$ cat src/rtl/lemmings_dig_arbiter_if.sv
`default_nettype none
// ============================================================================
// Module   : lemmings_dig_arbiter_if
// Brief    : Bundle of request/status/tool signals between the player-input
//            layer, the lemming FSM array and the dig-tool arbiter.
//            master = request/status side, slave = arbiter side.
// Revision : 1.0 - initial release
// ============================================================================
interface lemmings_dig_arbiter_if #(
  parameter int N    = 4,
  parameter int IDW  = 2,
  parameter int CNTW = 8
);
  logic [N-1:0]    dig_req;
  logic [N-1:0]    digging;
  logic [N-1:0]    dig;
  logic [N-1:0]    grant;
  logic [IDW-1:0]  grant_id;
  logic            busy;
  logic            done;
  logic            abort;
  logic [CNTW-1:0] dig_count;

  modport master (
    output dig_req, digging,
    input  dig, grant, grant_id, busy, done, abort, dig_count
  );

  modport slave (
    input  dig_req, digging,
    output dig, grant, grant_id, busy, done, abort, dig_count
  );
endinterface
`default_nettype wire

$ cat src/rtl/lemmings_dig_arbiter.sv
`default_nettype none
// ============================================================================
// Module   : lemmings_dig_arbiter
// Brief    : Round-robin arbiter sharing one dig tool among N lemming FSMs.
//            Grants one lemming, drives its dig input until digging starts,
//            holds the grant through the dig, then cools down before the
//            next arbitration.
//            Optional macro LEMMINGS_DIG_TIMEOUT_EN: abort a grant whose
//            owner never starts digging within TIMEOUT cycles.
// Revision : 1.0 - initial release
// ============================================================================
module lemmings_dig_arbiter #(
  parameter int N       = 4,
  parameter int IDW     = 2,
  parameter int COOL    = 3,
  parameter int TIMEOUT = 8,
  parameter int CNTW    = 8
) (
  input  logic                  clk,
  input  logic                  areset,
  lemmings_dig_arbiter_if.slave bus
);

  // Timer serves both the WAIT timeout and the cooldown, so size for the longer.
  localparam int MAXT  = (TIMEOUT > COOL) ? TIMEOUT : COOL;
  localparam int TMR_W = $clog2(MAXT);

  typedef enum logic [1:0] {
    S_IDLE   = 2'd0,
    S_WAIT   = 2'd1,
    S_ACTIVE = 2'd2,
    S_COOL   = 2'd3
  } state_t;

  state_t          state_q, state_d;
  logic [N-1:0]    grant_q, grant_d;
  logic [IDW-1:0]  gid_q,   gid_d;
  logic [IDW-1:0]  last_q,  last_d;
  logic [TMR_W-1:0] tmr_q,  tmr_d;
  logic [CNTW-1:0] cnt_q,   cnt_d;
  logic            done_q,  done_d;
  logic            abort_q, abort_d;

  logic            pick_valid;
  logic [IDW-1:0]  pick_id;
  logic            w_owner_digging;

  // Round-robin pick: lowest requester above last, else lowest requester overall.
  always_comb begin : p_pick
    logic           hi_v;
    logic [IDW-1:0] hi_id;
    logic [IDW-1:0] lo_id;
    hi_v       = 1'b0;
    hi_id      = '0;
    lo_id      = '0;
    pick_valid = |bus.dig_req;
    for (int i = N - 1; i >= 0; i--) begin
      if (bus.dig_req[i]) begin
        lo_id = IDW'(i);
        if (IDW'(i) > last_q) begin
          hi_v  = 1'b1;
          hi_id = IDW'(i);
        end
      end
    end
    pick_id = hi_v ? hi_id : lo_id;
  end

  // Only the current owner's digging status matters.
  assign w_owner_digging = |(bus.digging & grant_q);

  // State and datapath registers, cleared asynchronously.
  always_ff @(posedge clk or negedge areset) begin
    if (!areset) begin
      state_q <= S_IDLE;
      grant_q <= '0;
      gid_q   <= '0;
      last_q  <= IDW'(N - 1);
      tmr_q   <= '0;
      cnt_q   <= '0;
      done_q  <= 1'b0;
      abort_q <= 1'b0;
    end else begin
      state_q <= state_d;
      grant_q <= grant_d;
      gid_q   <= gid_d;
      last_q  <= last_d;
      tmr_q   <= tmr_d;
      cnt_q   <= cnt_d;
      done_q  <= done_d;
      abort_q <= abort_d;
    end
  end

  // Next-state logic: arbitrate, wait for dig start, hold, cool down.
  always_comb begin
    state_d = state_q;
    grant_d = grant_q;
    gid_d   = gid_q;
    last_d  = last_q;
    tmr_d   = tmr_q;
    cnt_d   = cnt_q;
    done_d  = 1'b0;
    abort_d = 1'b0;
    unique case (state_q)
      S_IDLE: begin
        if (pick_valid) begin
          for (int i = 0; i < N; i++) begin
            grant_d[i] = (IDW'(i) == pick_id);
          end
          gid_d   = pick_id;
          last_d  = pick_id;
          tmr_d   = '0;
          state_d = S_WAIT;
        end
      end
      S_WAIT: begin
        if (w_owner_digging) begin
          state_d = S_ACTIVE;
          if (cnt_q != {CNTW{1'b1}}) begin
            cnt_d = cnt_q + 1'b1;
          end
        end
`ifdef LEMMINGS_DIG_TIMEOUT_EN
        else if (tmr_q == TMR_W'(TIMEOUT - 1)) begin
          state_d = S_COOL;
          tmr_d   = '0;
          abort_d = 1'b1;
        end else begin
          tmr_d = tmr_q + 1'b1;
        end
`endif
      end
      S_ACTIVE: begin
        if (!w_owner_digging) begin
          state_d = S_COOL;
          tmr_d   = '0;
          done_d  = 1'b1;
        end
      end
      S_COOL: begin
        if (tmr_q == TMR_W'(COOL - 1)) begin
          state_d = S_IDLE;
        end else begin
          tmr_d = tmr_q + 1'b1;
        end
      end
      default: state_d = S_IDLE;
    endcase
  end

  // Outputs are decoded from state and registers only.
  assign bus.dig       = (state_q == S_WAIT) ? grant_q : '0;
  assign bus.grant     = (state_q == S_WAIT || state_q == S_ACTIVE) ? grant_q : '0;
  assign bus.grant_id  = gid_q;
  assign bus.busy      = (state_q != S_IDLE);
  assign bus.done      = done_q;
  assign bus.dig_count = cnt_q;
`ifdef LEMMINGS_DIG_TIMEOUT_EN
  assign bus.abort     = abort_q;
`else
  assign bus.abort     = 1'b0;
`endif

endmodule
`default_nettype wire

$ cat src/flat_wrapper.sv
// flat-port wrapper written by rule: the top's interface ports become plain ports
module lemmings_dig_arbiter_flat 
#(
  parameter int N       = 4,
  parameter int IDW     = 2,
  parameter int COOL    = 3,
  parameter int TIMEOUT = 8,
  parameter int CNTW    = 8
)
  (clk, areset, bus_dig_req, bus_digging, bus_dig, bus_grant, bus_grant_id, bus_busy, bus_done, bus_abort, bus_dig_count);
  lemmings_dig_arbiter_if #(.N(N), .IDW(IDW), .CNTW(CNTW)) bus_i ();
  input  logic clk;
  input  logic areset;
  input wire logic [$bits(bus_i.dig_req)-1:0] bus_dig_req;
  input wire logic [$bits(bus_i.digging)-1:0] bus_digging;
  output wire logic [$bits(bus_i.dig)-1:0] bus_dig;
  output wire logic [$bits(bus_i.grant)-1:0] bus_grant;
  output wire logic [$bits(bus_i.grant_id)-1:0] bus_grant_id;
  output wire logic [$bits(bus_i.busy)-1:0] bus_busy;
  output wire logic [$bits(bus_i.done)-1:0] bus_done;
  output wire logic [$bits(bus_i.abort)-1:0] bus_abort;
  output wire logic [$bits(bus_i.dig_count)-1:0] bus_dig_count;
  assign bus_i.dig_req = bus_dig_req;
  assign bus_i.digging = bus_digging;
  assign bus_dig = bus_i.dig;
  assign bus_grant = bus_i.grant;
  assign bus_grant_id = bus_i.grant_id;
  assign bus_busy = bus_i.busy;
  assign bus_done = bus_i.done;
  assign bus_abort = bus_i.abort;
  assign bus_dig_count = bus_i.dig_count;
  lemmings_dig_arbiter #(.N(N), .IDW(IDW), .COOL(COOL), .TIMEOUT(TIMEOUT), .CNTW(CNTW)) u_core (.clk(clk), .areset(areset), .bus(bus_i));
endmodule
$ cat config.mk
export PLATFORM = sky130hd
export DESIGN_NAME = lemmings_dig_arbiter_flat
export DESIGN_NICKNAME = d
export VERILOG_FILES = /design/src/rtl/lemmings_dig_arbiter_if.sv /design/src/rtl/lemmings_dig_arbiter.sv /design/src/flat_wrapper.sv
export SDC_FILE = /design/constraint.sdc
export NUM_CORES = 1
export LEC_CHECK = 0
export BUFFER_PORTS_ARGS = -buffer_cell sky130_fd_sc_hd__buf_2
export CAP_MARGIN = 20
export CORE_UTILIZATION = 28
export DETAILED_ROUTE_END_ITERATION = 10
export PLACE_DENSITY = 0.58
export SLEW_MARGIN = 40
export SYNTH_ARGS = -nofsm -noshare
export SYNTH_HDL_FRONTEND = slang
export SYNTH_SLANG_ARGS = --single-unit
$ cat constraint.sdc
create_clock -name clk -period 1.53 [get_ports clk]
set_input_delay 0.306 -clock clk [delete_from_list [all_inputs] [get_ports clk]]
set_output_delay 0.306 -clock clk [all_outputs]
set_load 0.02 [all_outputs]
==> impl_metrics.json, run 1 <==
{
  "status": "complete, but fails checks",
  "fin_skew_ns": 0.002768,
  "via_per_inst": 4.793,
  "hold_class": "primary input to async pin",
  "p_switching_mw": 0.2473,
  "dp_cells": 225,
  "regToRegSetupSlack_ns": -0.10,
  "pwr-share-comb": 0.069,
  "ys_seq_elements": 22,
  "slew_viol_final": 0,
  "htree_num_levels": 1,
  "wire_per_inst_um": 14.58,
  "cap_violations": 0,
  "place_area_um2": 1713,
  "fp.dieH_um": 68.98,
  "ir_drop_v": 0.0002899,
  "worstMarginPinSlew_ns": 0.5150,
  "cts_sinks": 22,
  "hold_slack_ns": 0.0007163,
  "fmax_mhz": 613.2,
  "worstPathArrival_ns": 1.79,
  "worstSetupStartpoint": "u_core.state_q[1]",
  "synth_compound_area_frac": 0.1384,
  "async_flop_share": 1.000,
  "diodes": 0,
  "grt_overflow_total": 0,
  "tns_ns": -0.8237,
  "met3_usage": 0.03618,
  "fin_nets": 205,
  "wl_um": 3456,
  "synth_area_leaders": "dfrtp_1, ha_1, and2_1",
  "cp_max_fo": 3,
  "synth-xor-area-share": 0.04880,
  "io_buffer_count": 29,
  "grt_use_total": 0.1485,
  "yosysWarnings": 0,
  "timing.final.crit_share": 1.066,
  "pin_count": 31,
  "grt_max_degree": 23,
  "utilization": 0.4925,
  "postLayoutCellArea_um2": 2041,
  "finalHoldViolCount": 0,
  "fp-row-count": 23,
  "ys_types": 40,
  "critPathKind": "register to register",
  "fin_ws_ns": -0.1007,
  "antenna_left": 0,
  "min_period_ns": 1.631,
  "cts_root_buffer": "clkbuf_8",
  "clk_pin_slew_ns": 0.08,
  "clk_latency_ns": 0.27,
  "startpoint_type": "register",
  "layout-drive-gt1-share": 0.6150,
  "die_area_um2": 4758,
  "syn2layout_area_growth_pct": 62.45,
  "synth_top_cell_area_share": 0.3984,
  "syn_area_um2": 1256,
  "muxShareOfSynthArea": 0.06873,
  "num_vias": 1136,
  "dr.first_iter.drc_count": 26,
  "p_int_mw": 0.7963,
  "synth_cells": 119,
  "p_leak_nw": 1.067,
  "synth-edff-count": 0,
  "relSlewSlack": 0.6567,
  "powerDensity_nw_per_um2": 511.4,
  "grt_pass1_wl_um": 5168,
  "yosys.area_share.simple": 0.1863,
  "cts_made_buffers": 3,
  "initial_core_util": 0.3031,
  "antenna_found_initial": 0,
  "instances_no_fill": 237,
  "fp.dieW_um": 68.98,
  "grtUsageMet1": 0.1713,
  "reg2reg_to": "u_core.state_q[1]",
  "setup_violations": 15,
  "postSynthAreaPerCell_um2": 10.56,
  "cts_buffer_depth": 2,
  "synth_top_family_by_area": "simple AND/OR/NAND/NOR gates",
  "cp-end-kind": "register",
  "drc_errors": 0,
  "switching_share": 0.2369,
  "reg2reg_depth": 6,
  "clockPowerShare": 0.374,
  "cts_tree": "done",
  "grt.busiest_layer": "met2",
  "synth_nets": 136,
  "drt_first_pass_iters": 4,
  "fillers": 398,
  "synthFlopType": "dfrtp_1",
  "yosys.area.top_type": "dfrtp_1",
  "dpl.hpwl_um": 2468,
  "grt_pass1_vias": 1166,
  "seqPwrFrac": 0.557,
  "ys_seq_area_frac": 0.4402,
  "coreArea_um2": 4144,
  "grtUsageMet2": 0.2633,
  "synth-adder-area-share": 0.06972,
  "dpl_worst_slack_ns": -0.09168,
  "r2r-start": "u_core.state_q[1]",
  "power_mw": 1.044,
  "cp.required_ns": 1.69,
  "gp_congestion": 0.7889,
  "failed_checks": "setup timing",
  "rsz0062_at_grt": "true"
}
cells by family (layout without fill, tap and decap cells):
family | after synthesis | in the layout
XOR/XNOR | 7 | 7
buffers and inverters | 12 | 80
flip-flops | 22 | 22
AND/OR/NAND/NOR | 43 | 43
AO/OA/AOI/OAI | 19 | 19
adder cells (fa/ha/maj) | 7 | 7
multiplexers | 8 | 8
other | 1 | 1
worst max path at each step:
stage | end | slack [ns] | depth (start not counted)
5_1_grt | u_core.state_q[1] | -0.12 | 6
2_1_floorplan | u_core.state_q[1] | -0.006 | 6
6_report | u_core.state_q[1] | -0.10 | 6
3_3_place_gp | u_core.state_q[1] | -0.05 | 5
4_1_cts | bus_grant[0] | -0.11 | 4
3_5_place_dp | u_core.state_q[1] | -0.09 | 5
repair_timing:
action                     4_1_cts  5_1_grt
pin swaps                       10       13
cloned                           0        0
setup buffers                    4        4
setup endpoints to repair       17       25
hold buffers                     0        0
resized for setup               34       28
worst max-delay path, stage by stage, from the launching register on:
cell and delay, ns:
dfrtp_1 0.41, inv_2 0.11, ha_4 0.15, inv_1 0.05
o32ai_1 0.26, nand3b_1 0.22, mux2_4 0.32
sequential cells by signal (all words and copies together) (netlist names):
register	cells
u_core.grant_q	4
u_core.bus.grant_id	2
u_core.tmr_q	3
u_core.last_q	2
u_core.bus.dig_count	8
u_core.state_q	2
u_core.bus.done	1
area by class of cell:
cell class,instances,area [um2],share of cell area
Multi-Input combinational cell,85,833.3,0.4083
Sequential cell,22,556.8,0.2728
Timing Repair Buffer,66,505.5,0.2477
Tap cell,50,62.56,0.03066
Clock buffer,4,45.04,0.02207
Inverter,10,37.54,0.01839
power by group through the flow:
| stage | combinational, mW | sequential, mW | clock [mW] |
|---|---|---|---|
| 5_1_grt | 0.0784 | 0.581 | 0.428 |
| 2_1_floorplan | 0.0197 | 0.593 | 0 |
| 3_5_place_dp | 0.0626 | 0.592 | 0 |
| 6_report | 0.0720 | 0.581 | 0.391 |
| 4_1_cts | 0.0672 | 0.581 | 0.402 |
| 3_3_place_gp | 0.0578 | 0.592 | 0 |
routing by layer:
layer  part of all wire  routed length [um]
met5                  0                   0
met4              0.012                  42
met3              0.045                 154
met2               0.51                1766
met1               0.43                1493
cell usage after synthesis, types with 2 or more instances:
master	instances
nand2b_1	2
nor2_1	6
dfstp_2	2
xor2_1	6
o31ai_1	2
nor2b_1	2
mux2_1	3
nand2_1	7
a22o_1	2
inv_1	10
a21o_1	3
mux2_2	2
nor3_1	4
a41o_1	2
ha_1	7
nand3_1	5
and2_1	10
mux2i_1	3
dfrtp_1	20
cell usage in the layout (no fill, tap or decap), drive strengths merged:
| master | Yosys | layout |
|---|---|---|
| ha | 7 | 7 |
| o22a | 1 | 1 |
| xor2 | 6 | 6 |
| o32ai | 2 | 2 |
| nor2 | 6 | 6 |
| a221oi | 1 | 1 |
| conb | 1 | 1 |
| o31ai | 2 | 2 |
| inv | 10 | 10 |
| buf | 2 | 66 |
| a21boi | 1 | 1 |
| clkbuf | 0 | 4 |
| and3b | 1 | 1 |
| a41o | 2 | 2 |
| nor4 | 1 | 1 |
| and3 | 1 | 1 |
| nor2b | 2 | 2 |
| nand3 | 5 | 5 |
| a21oi | 1 | 1 |
| nand2 | 8 | 8 |
| nor3 | 4 | 4 |
| and2 | 10 | 10 |
| a22o | 2 | 2 |
| dfrtp | 20 | 20 |
| o221ai | 1 | 1 |
| mux2 | 5 | 5 |
| xnor2 | 1 | 1 |
| a21o | 3 | 3 |
| o311ai | 1 | 1 |
| nand4 | 1 | 1 |
| or4 | 1 | 1 |
| dfstp | 2 | 2 |
| nand2b | 2 | 2 |
| nand3b | 1 | 1 |
| o21ai | 2 | 2 |
| mux2i | 3 | 3 |
No activity file was read; power rests on OpenSTA's default activity.
==> inputs of run 2 (changes only) <==
- PLACE_DENSITY: 0.58 -> 0.56
- clock period: 1.53 -> 2.1 ns (I/O delays scaled with it)
==> run 2 against run 1 <==
Net effect:
- the flow now finishes without violations
- combinational power decreased by 50%
- critical path depth decreased by 2
- count of clock-buffer cells in the layout unchanged
- non-clock buffer count decreased by 36
- sequential power decreased by 27%
- sequential share of layout area increased by 9.4 points
- hold slack improved by 0.12 ns
- design area decreased by 26%
- via count decreased by 14%
- critical endpoint is now bus_grant[2]
==> impl_metrics.json, run 2 (synthesis results as in run 1) <==
{
  "clk_pin_slew_ns": 0.08,
  "grt_max_degree": 23,
  "pin_count": 31,
  "most-common-layout-cells": "buf_2, dfrtp_1, inv_1, and2_1",
  "multiInputGateArea_um2": 646.9,
  "pwr-share-comb": 0.048,
  "worstMarginPinSlew_ns": 0.5089,
  "fp.dieW_um": 68.98,
  "r2r-start": "u_core.state_q[1]",
  "seqCellArea_um2": 553.0,
  "startpoint_type": "register",
  "initial_core_util": 0.3031,
  "cp-end-kind": "output port",
  "cts_root_buffer": "clkbuf_8",
  "clk_latency_ns": 0.26,
  "worstPathArrival_ns": 1.43,
  "gp_congestion": 0.8030,
  "switching_share": 0.2076,
  "fillers": 435,
  "fp-row-count": 23,
  "mostFrequentLayoutCell": "buf_2",
  "fp.dieH_um": 68.98,
  "regToRegSetupSlack_ns": 0.30,
  "cts_buffer_depth": 2,
  "num_vias": 979,
  "power_mw": 0.7612,
  "hold_buffers": 0,
  "setup_violations": 0,
  "reg2reg_depth": 6,
  "antenna_found_initial": 0,
  "cp.required_ns": 1.68,
  "grt_overflow_total": 0,
  "clockPowerShare": 0.396,
  "timing.final.crit_share": 0.8794,
  "die_area_um2": 4758,
  "finalHoldViolCount": 0,
  "antenna_left": 0,
  "p_switching_mw": 0.1580,
  "seqPwrFrac": 0.556,
  "wire_per_inst_um": 12.36,
  "syn2layout_area_growth_pct": 20.02,
  "powerDensity_nw_per_um2": 504.9,
  "dpl.hpwl_um": 1926,
  "cts_tree": "done",
  "fmax_mhz": 541.5,
  "ir_drop_v": 0.0001575,
  "fin_skew_ns": 0.01155,
  "io_buffer_count": 29,
  "rsz0062_at_grt": "false",
  "wl_um": 2484,
  "hold_class": "primary input to async pin",
  "grt_use_total": 0.1165,
  "cp-endpoint": "bus_grant[2]",
  "cap_violations": 0,
  "p_leak_nw": 0.8493,
  "post_cts_buffers": 0,
  "grt_pass1_wl_um": 3988,
  "drc_errors": 0,
  "dr.first_iter.drc_count": 14,
  "drt_first_pass_iters": 4,
  "worstSetupStartpoint": "u_core.state_q[0]",
  "via_per_inst": 4.871,
  "p_int_mw": 0.6031,
  "cts-resized-gates": 0,
  "htree_num_levels": 1,
  "slew_viol_final": 0,
  "tns_ns": 0,
  "coreArea_um2": 4144,
  "grt_pass1_vias": 892,
  "place_area_um2": 1453,
  "min_period_ns": 1.847,
  "diodes": 0,
  "cts_made_buffers": 3,
  "reg2reg_to": "u_core.state_q[1]",
  "layout-drive-gt1-share": 0.2914,
  "status": "finished clean",
  "largest_reg_flops": 8,
  "relSlewSlack": 0.6608,
  "fin_nets": 169,
  "critPathKind": "register to output port",
  "cp_max_fo": 5,
  "postLayoutCellArea_um2": 1508,
  "cts_sinks": 22
}
[run 2: changes by cell type in the layout (fill, tap and decap cells not counted), sizes merged]
| cell | delta |
|---|---|
| buf | -36 |
[run 2: how the worst min path moves through the flow]
stage | cells past startpoint | to
global route | 1 | u_core.tmr_q[0]
finish | 1 | u_core.bus.done
CTS | 1 | u_core.bus.done
detailed placement | 1 | u_core.grant_q[3]
floorplan | 0 | u_core.bus.dig_count[0]
global placement | 1 | u_core.bus.done
[run 2: critical path: stages (launching register included)]
cell and delay, ns:
dfrtp_1 0.39, inv_1 0.09, ha_1 0.35, and2_1 0.18, buf_2 0.15
[run 2: cell type report]
type / count / area share
Multi-Input combinational cell: 85 / 0.4290
Inverter: 10 / 0.02490
Clock buffer: 4 / 0.03651
Sequential cell: 22 / 0.3668
Timing Repair Buffer: 30 / 0.1012
Tap cell: 50 / 0.04149
[run 2: metrics by stage]
step | utilization | hold slack (ns) | worst slack (ns) | cells
after global placement | 0.3505 | 0.4165 | 0.3748 | 197
after global routing | 0.3638 | 0.1403 | 0.1689 | 201
final | 0.3638 | 0.1178 | 0.2532 | 201
after floorplan | - | 0.1244 | 0.4914 | 119
after CTS | 0.3638 | 0.1266 | 0.2467 | 201
after detailed placement | 0.3505 | 0.4185 | 0.3544 | 197
[run 2: power by group through the flow]
stage / clock (mW) / combinational [mW] / sequential (mW)
finish: 0.301 / 0.0362 / 0.424
global route: 0.329 / 0.0407 / 0.423
CTS: 0.311 / 0.0366 / 0.423
detailed placement: 0 / 0.0367 / 0.432
global placement: 0 / 0.0355 / 0.432
floorplan: 0 / 0.0144 / 0.432
[run 2: per-layer routing]
layer	track usage	part of all wire	vias up
met1	0.1537	0.51	475
met4	0.04592	0.0032	0
met3	0.03289	0.047	2
met2	0.1784	0.44	22
li1	-	-	480
met5	0	0	-
